===== config.mk =====
export PLATFORM = sky130hd
export DESIGN_NAME = div_unit_32bit
export DESIGN_NICKNAME = d
export VERILOG_FILES = /design/src/rtl/div_unit_32bit_pkg.sv /design/src/rtl/div_unit_32bit_step.sv /design/src/rtl/div_unit_32bit.sv
export SDC_FILE = /design/constraint.sdc
export NUM_CORES = 1
export LEC_CHECK = 0
export CORE_MARGIN = 4
export CORE_UTILIZATION = 40
export DETAILED_ROUTE_END_ITERATION = 10
export PLACE_DENSITY_LB_ADDON = 0.12
export SYNTH_ARGS = -nofsm -noshare
export SYNTH_HDL_FRONTEND = slang
export SYNTH_SLANG_ARGS = --single-unit

===== constraint.sdc =====
create_clock -name CLK -period 6.3 [get_ports CLK]
set_input_delay 1.26 -clock CLK [delete_from_list [all_inputs] [get_ports CLK]]
set_output_delay 1.26 -clock CLK [all_outputs]
set_load 0.01 [all_outputs]

===== src/rtl/div_unit_32bit_pkg.sv =====
// Shared definitions for the RV32M iterative divider: FUNCT3 encodings, FSM states,
// forced special-case results and a conditional negation helper.
package div_unit_32bit_pkg;

  typedef enum logic [1:0] {
    S_IDLE   = 2'b00,
    S_CALC   = 2'b01,
    S_FINISH = 2'b10
  } state_e;

  localparam logic [2:0] F3_DIV  = 3'b100;
  localparam logic [2:0] F3_DIVU = 3'b101;
  localparam logic [2:0] F3_REM  = 3'b110;
  localparam logic [2:0] F3_REMU = 3'b111;

  localparam logic [31:0] DIV_BY_ZERO_Q = 32'hFFFF_FFFF;
  localparam logic [31:0] SIGNED_MIN    = 32'h8000_0000;

  function automatic logic [31:0] neg_if(input logic [31:0] v, input logic neg);
    return neg ? (32'd0 - v) : v;
  endfunction

endpackage


===== src/rtl/div_unit_32bit_step.sv =====
// One combinational restoring-division iteration: shift {rem, quo} left and
// subtract the divisor with a 33-bit trial, keeping the result if non-negative.
module div_step_32bit #(
  parameter int XLEN = 32
) (
  input  logic [XLEN-1:0] rem_i,
  input  logic [XLEN-1:0] quo_i,
  input  logic [XLEN-1:0] dvsr_i,
  output logic [XLEN-1:0] rem_o,
  output logic [XLEN-1:0] quo_o
);

  logic [XLEN:0] shifted_s;
  logic [XLEN:0] trial_s;

  // trial subtraction and restore select
  always_comb begin
    shifted_s = {rem_i, quo_i[XLEN-1]};
    trial_s   = shifted_s - {1'b0, dvsr_i};
    if (!trial_s[XLEN]) begin
      rem_o = trial_s[XLEN-1:0];
      quo_o = {quo_i[XLEN-2:0], 1'b1};
    end else begin
      rem_o = shifted_s[XLEN-1:0];
      quo_o = {quo_i[XLEN-2:0], 1'b0};
    end
  end

endmodule


===== src/rtl/div_unit_32bit.sv =====
// RV32M DIV/DIVU/REM/REMU radix-2 restoring divider, 33 edges from accept to DONE.
// Optional build macro DIV_EARLY_OUT_EN: divide-by-zero and signed overflow skip CALC.
module div_unit_32bit
  import div_unit_32bit_pkg::*;
#(
  parameter int XLEN  = 32,
  parameter int CNT_W = 5
) (
  input  logic            CLK,
  input  logic            RESET,
  input  logic            START,
  input  logic [2:0]      FUNCT3,
  input  logic [XLEN-1:0] DATA1,
  input  logic [XLEN-1:0] DATA2,
  output logic [XLEN-1:0] RESULT,
  output logic            BUSY,
  output logic            DONE
);

  state_e            state_q, state_d;
  logic [CNT_W-1:0]  cnt_q, cnt_d;
  logic [XLEN-1:0]   rem_q, rem_d, quo_q, quo_d, dvsr_q, dvsr_d, dvnd_q, dvnd_d;
  logic [XLEN-1:0]   result_q, result_d;
  logic [1:0]        op_q, op_d;
  logic              qneg_q, qneg_d, rneg_q, rneg_d;
  logic              dz_q, dz_d, ovf_q, ovf_d;
  logic              busy_q, busy_d, done_q, done_d;

  logic [XLEN-1:0]   step_rem_s, step_quo_s, q_fix_s, r_fix_s;
  logic              signed_op_s, d1_neg_s, d2_neg_s, div_zero_s, sig_ovf_s, special_s;
  logic              unused_funct3_s;

  assign unused_funct3_s = FUNCT3[2];
  assign signed_op_s = !((FUNCT3[1:0] == F3_DIVU[1:0]) || (FUNCT3[1:0] == F3_REMU[1:0]));
  assign d1_neg_s    = signed_op_s & DATA1[XLEN-1];
  assign d2_neg_s    = signed_op_s & DATA2[XLEN-1];
  assign div_zero_s  = (DATA2 == 32'd0);
  assign sig_ovf_s   = signed_op_s & (DATA1 == SIGNED_MIN) & (DATA2 == 32'hFFFF_FFFF);
  assign special_s   = div_zero_s | sig_ovf_s;

  div_step_32bit #(.XLEN(XLEN)) u_step (
    .rem_i  (rem_q),
    .quo_i  (quo_q),
    .dvsr_i (dvsr_q),
    .rem_o  (step_rem_s),
    .quo_o  (step_quo_s)
  );

  // state and datapath registers
  always_ff @(posedge CLK or posedge RESET) begin
    if (RESET) begin
      state_q  <= S_IDLE;
      cnt_q    <= '0;
      rem_q    <= 32'd0;
      quo_q    <= 32'd0;
      dvsr_q   <= 32'd0;
      dvnd_q   <= 32'd0;
      result_q <= 32'd0;
      op_q     <= 2'b00;
      qneg_q   <= 1'b0;
      rneg_q   <= 1'b0;
      dz_q     <= 1'b0;
      ovf_q    <= 1'b0;
      busy_q   <= 1'b0;
      done_q   <= 1'b0;
    end else begin
      state_q  <= state_d;
      cnt_q    <= cnt_d;
      rem_q    <= rem_d;
      quo_q    <= quo_d;
      dvsr_q   <= dvsr_d;
      dvnd_q   <= dvnd_d;
      result_q <= result_d;
      op_q     <= op_d;
      qneg_q   <= qneg_d;
      rneg_q   <= rneg_d;
      dz_q     <= dz_d;
      ovf_q    <= ovf_d;
      busy_q   <= busy_d;
      done_q   <= done_d;
    end
  end

  // next-state sequencing
  always_comb begin
    state_d = state_q;
    case (state_q)
      S_IDLE: begin
        if (START) begin
`ifdef DIV_EARLY_OUT_EN
          state_d = special_s ? S_FINISH : S_CALC;
`else
          state_d = S_CALC;
`endif
        end else begin
          state_d = S_IDLE;
        end
      end
      S_CALC: begin
        if (cnt_q == CNT_W'(XLEN - 1)) begin
          state_d = S_FINISH;
        end else begin
          state_d = S_CALC;
        end
      end
      S_FINISH: state_d = S_IDLE;
      default:  state_d = S_IDLE;
    endcase
  end

  // Sign correction first; forced special-case values then override the datapath.
  assign q_fix_s = neg_if(quo_q, qneg_q);
  assign r_fix_s = neg_if(rem_q, rneg_q);

  // operand capture, iteration and result/handshake outputs
  always_comb begin
    cnt_d    = cnt_q;
    rem_d    = rem_q;
    quo_d    = quo_q;
    dvsr_d   = dvsr_q;
    dvnd_d   = dvnd_q;
    result_d = result_q;
    op_d     = op_q;
    qneg_d   = qneg_q;
    rneg_d   = rneg_q;
    dz_d     = dz_q;
    ovf_d    = ovf_q;
    busy_d   = busy_q;
    done_d   = 1'b0;
    case (state_q)
      S_IDLE: begin
        if (START) begin
          rem_d  = 32'd0;
          quo_d  = neg_if(DATA1, d1_neg_s);
          dvsr_d = neg_if(DATA2, d2_neg_s);
          dvnd_d = DATA1;
          op_d   = FUNCT3[1:0];
          qneg_d = d1_neg_s ^ d2_neg_s;
          rneg_d = d1_neg_s;
          dz_d   = div_zero_s;
          ovf_d  = sig_ovf_s;
          cnt_d  = '0;
          busy_d = 1'b1;
        end else begin
          busy_d = 1'b0;
        end
      end
      S_CALC: begin
        rem_d = step_rem_s;
        quo_d = step_quo_s;
        cnt_d = cnt_q + CNT_W'(1);
      end
      S_FINISH: begin
        if (dz_q) begin
          result_d = ((op_q == F3_DIV[1:0]) || (op_q == F3_DIVU[1:0])) ? DIV_BY_ZERO_Q : dvnd_q;
        end else if (ovf_q) begin
          result_d = ((op_q == F3_DIV[1:0]) || (op_q == F3_DIVU[1:0])) ? SIGNED_MIN : 32'd0;
        end else begin
          result_d = ((op_q == F3_DIV[1:0]) || (op_q == F3_DIVU[1:0])) ? q_fix_s : r_fix_s;
        end
        done_d = 1'b1;
        busy_d = 1'b0;
      end
      default: begin
        busy_d = 1'b0;
      end
    endcase
  end

  assign RESULT = result_q;
  assign BUSY   = busy_q;
  assign DONE   = done_q;

endmodule

# Word-level counts from Yosys, hierarchy flattened
# Cells that the tools add are included.
# Widths: inputs -> output; s select.
# classes
add_sub_neg	6
n_eq_ne	9
muxes	23
n_bitwise	5
n_reduce_logical	9
# ops
operator	n
$mux 32	12
$pmux 32 s2	2
$sub 1x32->32 const A	4
$eq 32x32->1 const B	2
$sub 33x32->33	1
$logic_not 32->1	1
$pmux 5 s2	1
$eq 2x1->1 const B	3
$add 5x1->5 const B	1
$eq 5x5->1 const B	1
$mux 5	1
$and 1x1->1	4
$eq 2x2->1 const B	2
$logic_not 2->1	2
$mux 1	4
$pmux 2 s2	1
$reduce_and 2->1	2
$logic_or 1x1->1	2
$mux 2	1
$ne 2x2->1 const B	1
$pmux 1 s2	1
$reduce_bool 2->1	1
$logic_not 1->1	1
$xor 1x1->1	1
# totals
regBits	175
inputBits	70
wordCells	66

# Logic depth before layout (Yosys ltp)
# logic_depth
depth_word	7
mapped_depth	13
ltp_nobuf	12

# By module
# A second synthesis with hierarchy kept.
# unflattened
cells_unflattened	1456
hier_area_um2	12364.4
# modules_own_cells
mod	instances	cells_each	area_per_inst_um2	seq_area_each_um2
div_unit_32bit	1	1114	9875.7	4354.2
div_step_32bit	1	342	2488.6	0.0

# Worst setup path before layout
# No wires, ideal clock.
# synth_path
kind	in2reg
from	input port DATA1[6]
to	register quo_q[30]
setup_time_ns	0.136
arrival_time_ns	3.208
t_required_ns	6.164
path_slack_ns	2.957
path_stages	7
path_cell_list	or4_1 > or3_1 > nor3b_1 > nand2_1 > o41ai_1 > xor2_1 > o21ai_0
# synth_between
elab_chain_cells	4
# synth_lines
element	line	text
start, declared	div_unit_32bit.sv:13	input logic [XLEN-1:0] DATA1,
$sub 1x32->32	div_unit_32bit_pkg.sv:20	return neg ? (32'd0 - v) : v;
$mux 32	div_unit_32bit_pkg.sv:20	
$mux 32	div_unit_32bit.sv:132	if (START) begin
$pmux 32 s2	div_unit_32bit.sv:130	case (state_q)
end signal, assigned	div_unit_32bit.sv:70	quo_q <= quo_d;
end, declared	div_unit_32bit.sv:22	logic [XLEN-1:0] rem_q, rem_d, quo_q, quo_d, dvsr_q, dvsr_d, dvnd_q, dvnd_d;
# Every way passes these cells. The select of a mux whose other input is x is not followed.
# A chain may end at the register's enable or synchronous reset.

# Worst setup path after layout
# layout_path
from	register quo_q[31]
to	register rem_q[28]
# layout_between
elab_chain_cells	3
# layout_lines
element	line	text
$sub 33x32->33	div_unit_32bit_step.sv:19	trial_s = shifted_s - {1'b0, dvsr_i};
$mux 32	div_unit_32bit_step.sv:20	if (!trial_s[XLEN]) begin
$pmux 32 s2	div_unit_32bit.sv:130	
end signal, assigned	div_unit_32bit.sv:69	rem_q <= rem_d;
end, declared	div_unit_32bit.sv:22	
# Every way passes these cells.

==> results.sh <==
export IMPL_grt_pass1_wl_mm=58.1
export IMPL_antenna_found_initial=0
export IMPL_drtIter0Drc=966
export IMPL_async_flop_share_pct=100
export IMPL_yosysWarnings=0
export IMPL_io_pins=104
export IMPL_setup_tns_ns=0
export IMPL_clockRootBuffer="clkbuf_16"
export IMPL_synth_area_um2=11900
export IMPL_top_usage_layer="met1"
export IMPL_synth_seq_cells=174
export IMPL_crit_start="quo_q[31]$_DFFE_PP0P_"
export IMPL_hold_viol=0
export IMPL_avgSynthCellArea_um2=8.21
export IMPL_syn_to_final_growth_pct=16.6
export IMPL_reg2reg_depth=13
export IMPL_reg2reg_slack_ns=2.18
export IMPL_synth_ff_type="dfrtp_1"
export IMPL_cp_data_required_time_ns=6.65
export IMPL_die_h_um=180
export IMPL_place_congestion=0.866
export IMPL_pwr_share_seq_pct=28.1
export IMPL_setup_slack_ns=2.18
export IMPL_finish_utilization_pct=47.8
export IMPL_p_sw_mw=3.79
export IMPL_dp_hpwl_mm=27.4
export IMPL_cp_arrival_ns=4.47
export IMPL_core_rowCount=62
export IMPL_grt_met2_usage_pct=32.2
export IMPL_crit_type="reg2reg"
export IMPL_crit_fanout=27
export IMPL_gr_total_overflow=0
export IMPL_synth_enable_flop_cells=0
export IMPL_clock_sinks=174
export IMPL_cts_tree="done"
export IMPL_wl_per_cell_um=19.3
export IMPL_dieArea_um2=32500
export IMPL_syn_instance_count=1447
export IMPL_clk_latency_ns=0.45
export IMPL_clkTransAtPathRegs_ns=0.07
export IMPL_seq_area_frac_synth_pct=36.6
export IMPL_port_buffers=102
export IMPL_p_clk_share_pct=14.8
export IMPL_ir_worst_vdd_uv=446
export IMPL_core_area_um2=29000
export IMPL_period_share_pct=65.4
export IMPL_grt_use_total_pct=22.1
export IMPL_finalNetCount=1610
export IMPL_layout_common_cells="nand2_1 (234), o21ai_0 (180), dfrtp_1 (174)"
export IMPL_r2r_start="quo_q[31]$_DFFE_PP0P_"
export IMPL_relSlewSlack_pct=12.5
export IMPL_htreeDepth=4
export IMPL_cp_end_kind="flop"
export IMPL_drtPass1Iterations=5
export IMPL_slew_violations=0
export IMPL_p_leak_nw=5.72
export IMPL_postCtsHoldBufs=0
export IMPL_setup_viol=0
export IMPL_grt_max_degree=91
export IMPL_cp_start_kind="flop"
export IMPL_cts_setup_buffers=0
export IMPL_vias=10800
export IMPL_antenna_cells=0
export IMPL_final_instance_count_excl_fill=1897
export IMPL_pwr_density_cell_nw_per_um2=589
export IMPL_pre_cts_ws_ns=1.80
export IMPL_wl_mm=36.6
export IMPL_power_mw=8.16
export IMPL_drc=0
export IMPL_drive_gt1_share_pct=4.69
export IMPL_status="finished clean"
export IMPL_use_met1_pct=34.4
export IMPL_clock_skew_ns=0.0117
export IMPL_p_sw_share_pct=46.4
export IMPL_met3_usage_pct=3.45
export IMPL_synth_nets=1557
export IMPL_hold_path_end="RESULT[30]$_DFFE_PP0P_"
export IMPL_min_path_cells=2
export IMPL_yosys_cell_types_count=72
export IMPL_min_path_type="reg2reg"
export IMPL_combPwrFrac_pct=57.1
export IMPL_max_cap_violations=0
export IMPL_start_util_pct=41.0
export IMPL_cts_buffers=17
export IMPL_period_needed_ns=4.12
export IMPL_worst_slew_pin_slew_ns=1.31
export IMPL_clock_path_buffers=2
export IMPL_max_clock_freq_mhz=243
export IMPL_die_width_um=180
export IMPL_vias_per_cell=5.68
export IMPL_ant_nets=0
export IMPL_dp_cells=1865
export IMPL_layout_commonest_cell="nand2_1"
export IMPL_rsz0062_at_grt="no"
export IMPL_postCtsResizedCells=0
export IMPL_timing_rr_end="rem_q[28]$_DFFE_PP0P_"
export IMPL_p_int_mw=4.37
export IMPL_grt_pass1_vias=10200
export IMPL_min_delay_start="RESULT[30]$_DFFE_PP0P_"
final cells by class:
type                    instances  area (um^2)
fillers                      2939        15200
inverters                      60          230
multi-input cells            1130         7000
repair buffers                117         1130
well taps                     384          480
clock inverters                12          208
clock buffers                  20          457
flip-flops and latches        174         4350
per-stage QoR:
step                      area [um^2]  hold slack [ns]
after floorplan                 11900            0.440
after global placement          13200            0.454
after detailed placement        13200            0.459
after CTS                       13900            0.477
after global routing            13900            0.499
final                           13900            0.475
cell families after synthesis:
logic type | count (synthesis) | share of synthesized area, %
adder cells (fa/ha/maj) | 40 | 4.28
AND/OR/NAND/NOR | 464 | 17.8
buffers and inverters | 143 | 4.63
multiplexers | 22 | 1.87
AO/OA/AOI/OAI | 460 | 24.1
XOR/XNOR | 144 | 10.6
flip-flops | 174 | 36.6
power by group through the flow:
stage / combinational, mW / clock (mW) / sequential, mW
floorplan: 3.52 / 0 / 2.04
global placement: 4.55 / 0 / 2.28
detailed placement: 4.62 / 0 / 2.29
CTS: 4.64 / 1.23 / 2.28
global route: 5.22 / 1.27 / 2.36
finish: 4.66 / 1.21 / 2.29
synthesized netlist by cell type (all sizes together) (3+ instances only):
library cell	count	area, um^2
a2111oi	3	26.3
a211oi	7	52.6
a21boi	4	30.0
a21o	15	113
a21oi	87	435
a22o	3	26.3
a22oi	24	180
a31oi	18	113
a32oi	8	70.1
a41oi	3	26.3
and2	4	25.0
and3	6	37.5
buf	5	28.8
clkbuf	78	297
dfrtp	174	4350
ha	39	488
inv	60	225
mux2i	20	200
nand2	234	878
nand2b	15	93.8
nand3	17	85.1
nand4	12	75.1
nor2	80	300
nor2b	13	81.3
nor3	24	120
nor3b	3	22.5
nor4	16	100
o2111ai	3	26.3
o211ai	8	60.1
o21a	8	60.1
o21ai	181	906
o21bai	3	22.5
o22a	7	62.6
o22ai	13	81.3
o31ai	27	216
o41ai	18	165
or2	5	33.8
or3	13	82.6
or4	18	151
xnor2	76	666
xor2	68	596
registers in the layout, indices dropped and copies added, names as in the netlist:
register and flops:
RESULT 32, dvnd_q 32, dvsr_q 32, quo_q 32
rem_q 32, cnt_q 5, state_q 2, BUSY 1
DONE 1, dz_q 1, op_q 1, ovf_q 1
qneg_q 1, rneg_q 1
layer usage:
layer	up-vias	part of all wire [%]	wire [um]
met5	-	0	0
met4	0	1.3	467
met3	28	4.7	1720
met2	254	43	15900
met1	5218	51	18500
li1	5277	-	-
how the worst max path moves through the flow:
stage,endpoint,slack [ns]
floorplan,BUSY$_DFFE_PP0N_,0.32
global placement,quo_q[30]$_DFFE_PP0P_,1.92
detailed placement,quo_q[30]$_DFFE_PP0P_,1.80
CTS,quo_q[30]$_DFFE_PP0P_,2.27
global route,rem_q[28]$_DFFE_PP0P_,1.97
finish,rem_q[28]$_DFFE_PP0P_,2.18
critical path, stage by stage (launching register included):
cell and delay [ns]:
dfrtp_1 0.35, inv_1 0.12, ha_1 0.25, fa_1 0.40
nand2b_1 0.19, a21oi_1 0.26, o211ai_1 0.20, a211oi_1 0.45
nor3_1 0.22, a41oi_1 0.44, xor2_2 0.15, buf_4 0.40
nand2_1 0.35, o21ai_0 0.26
(Power assumes the default switching activity.)
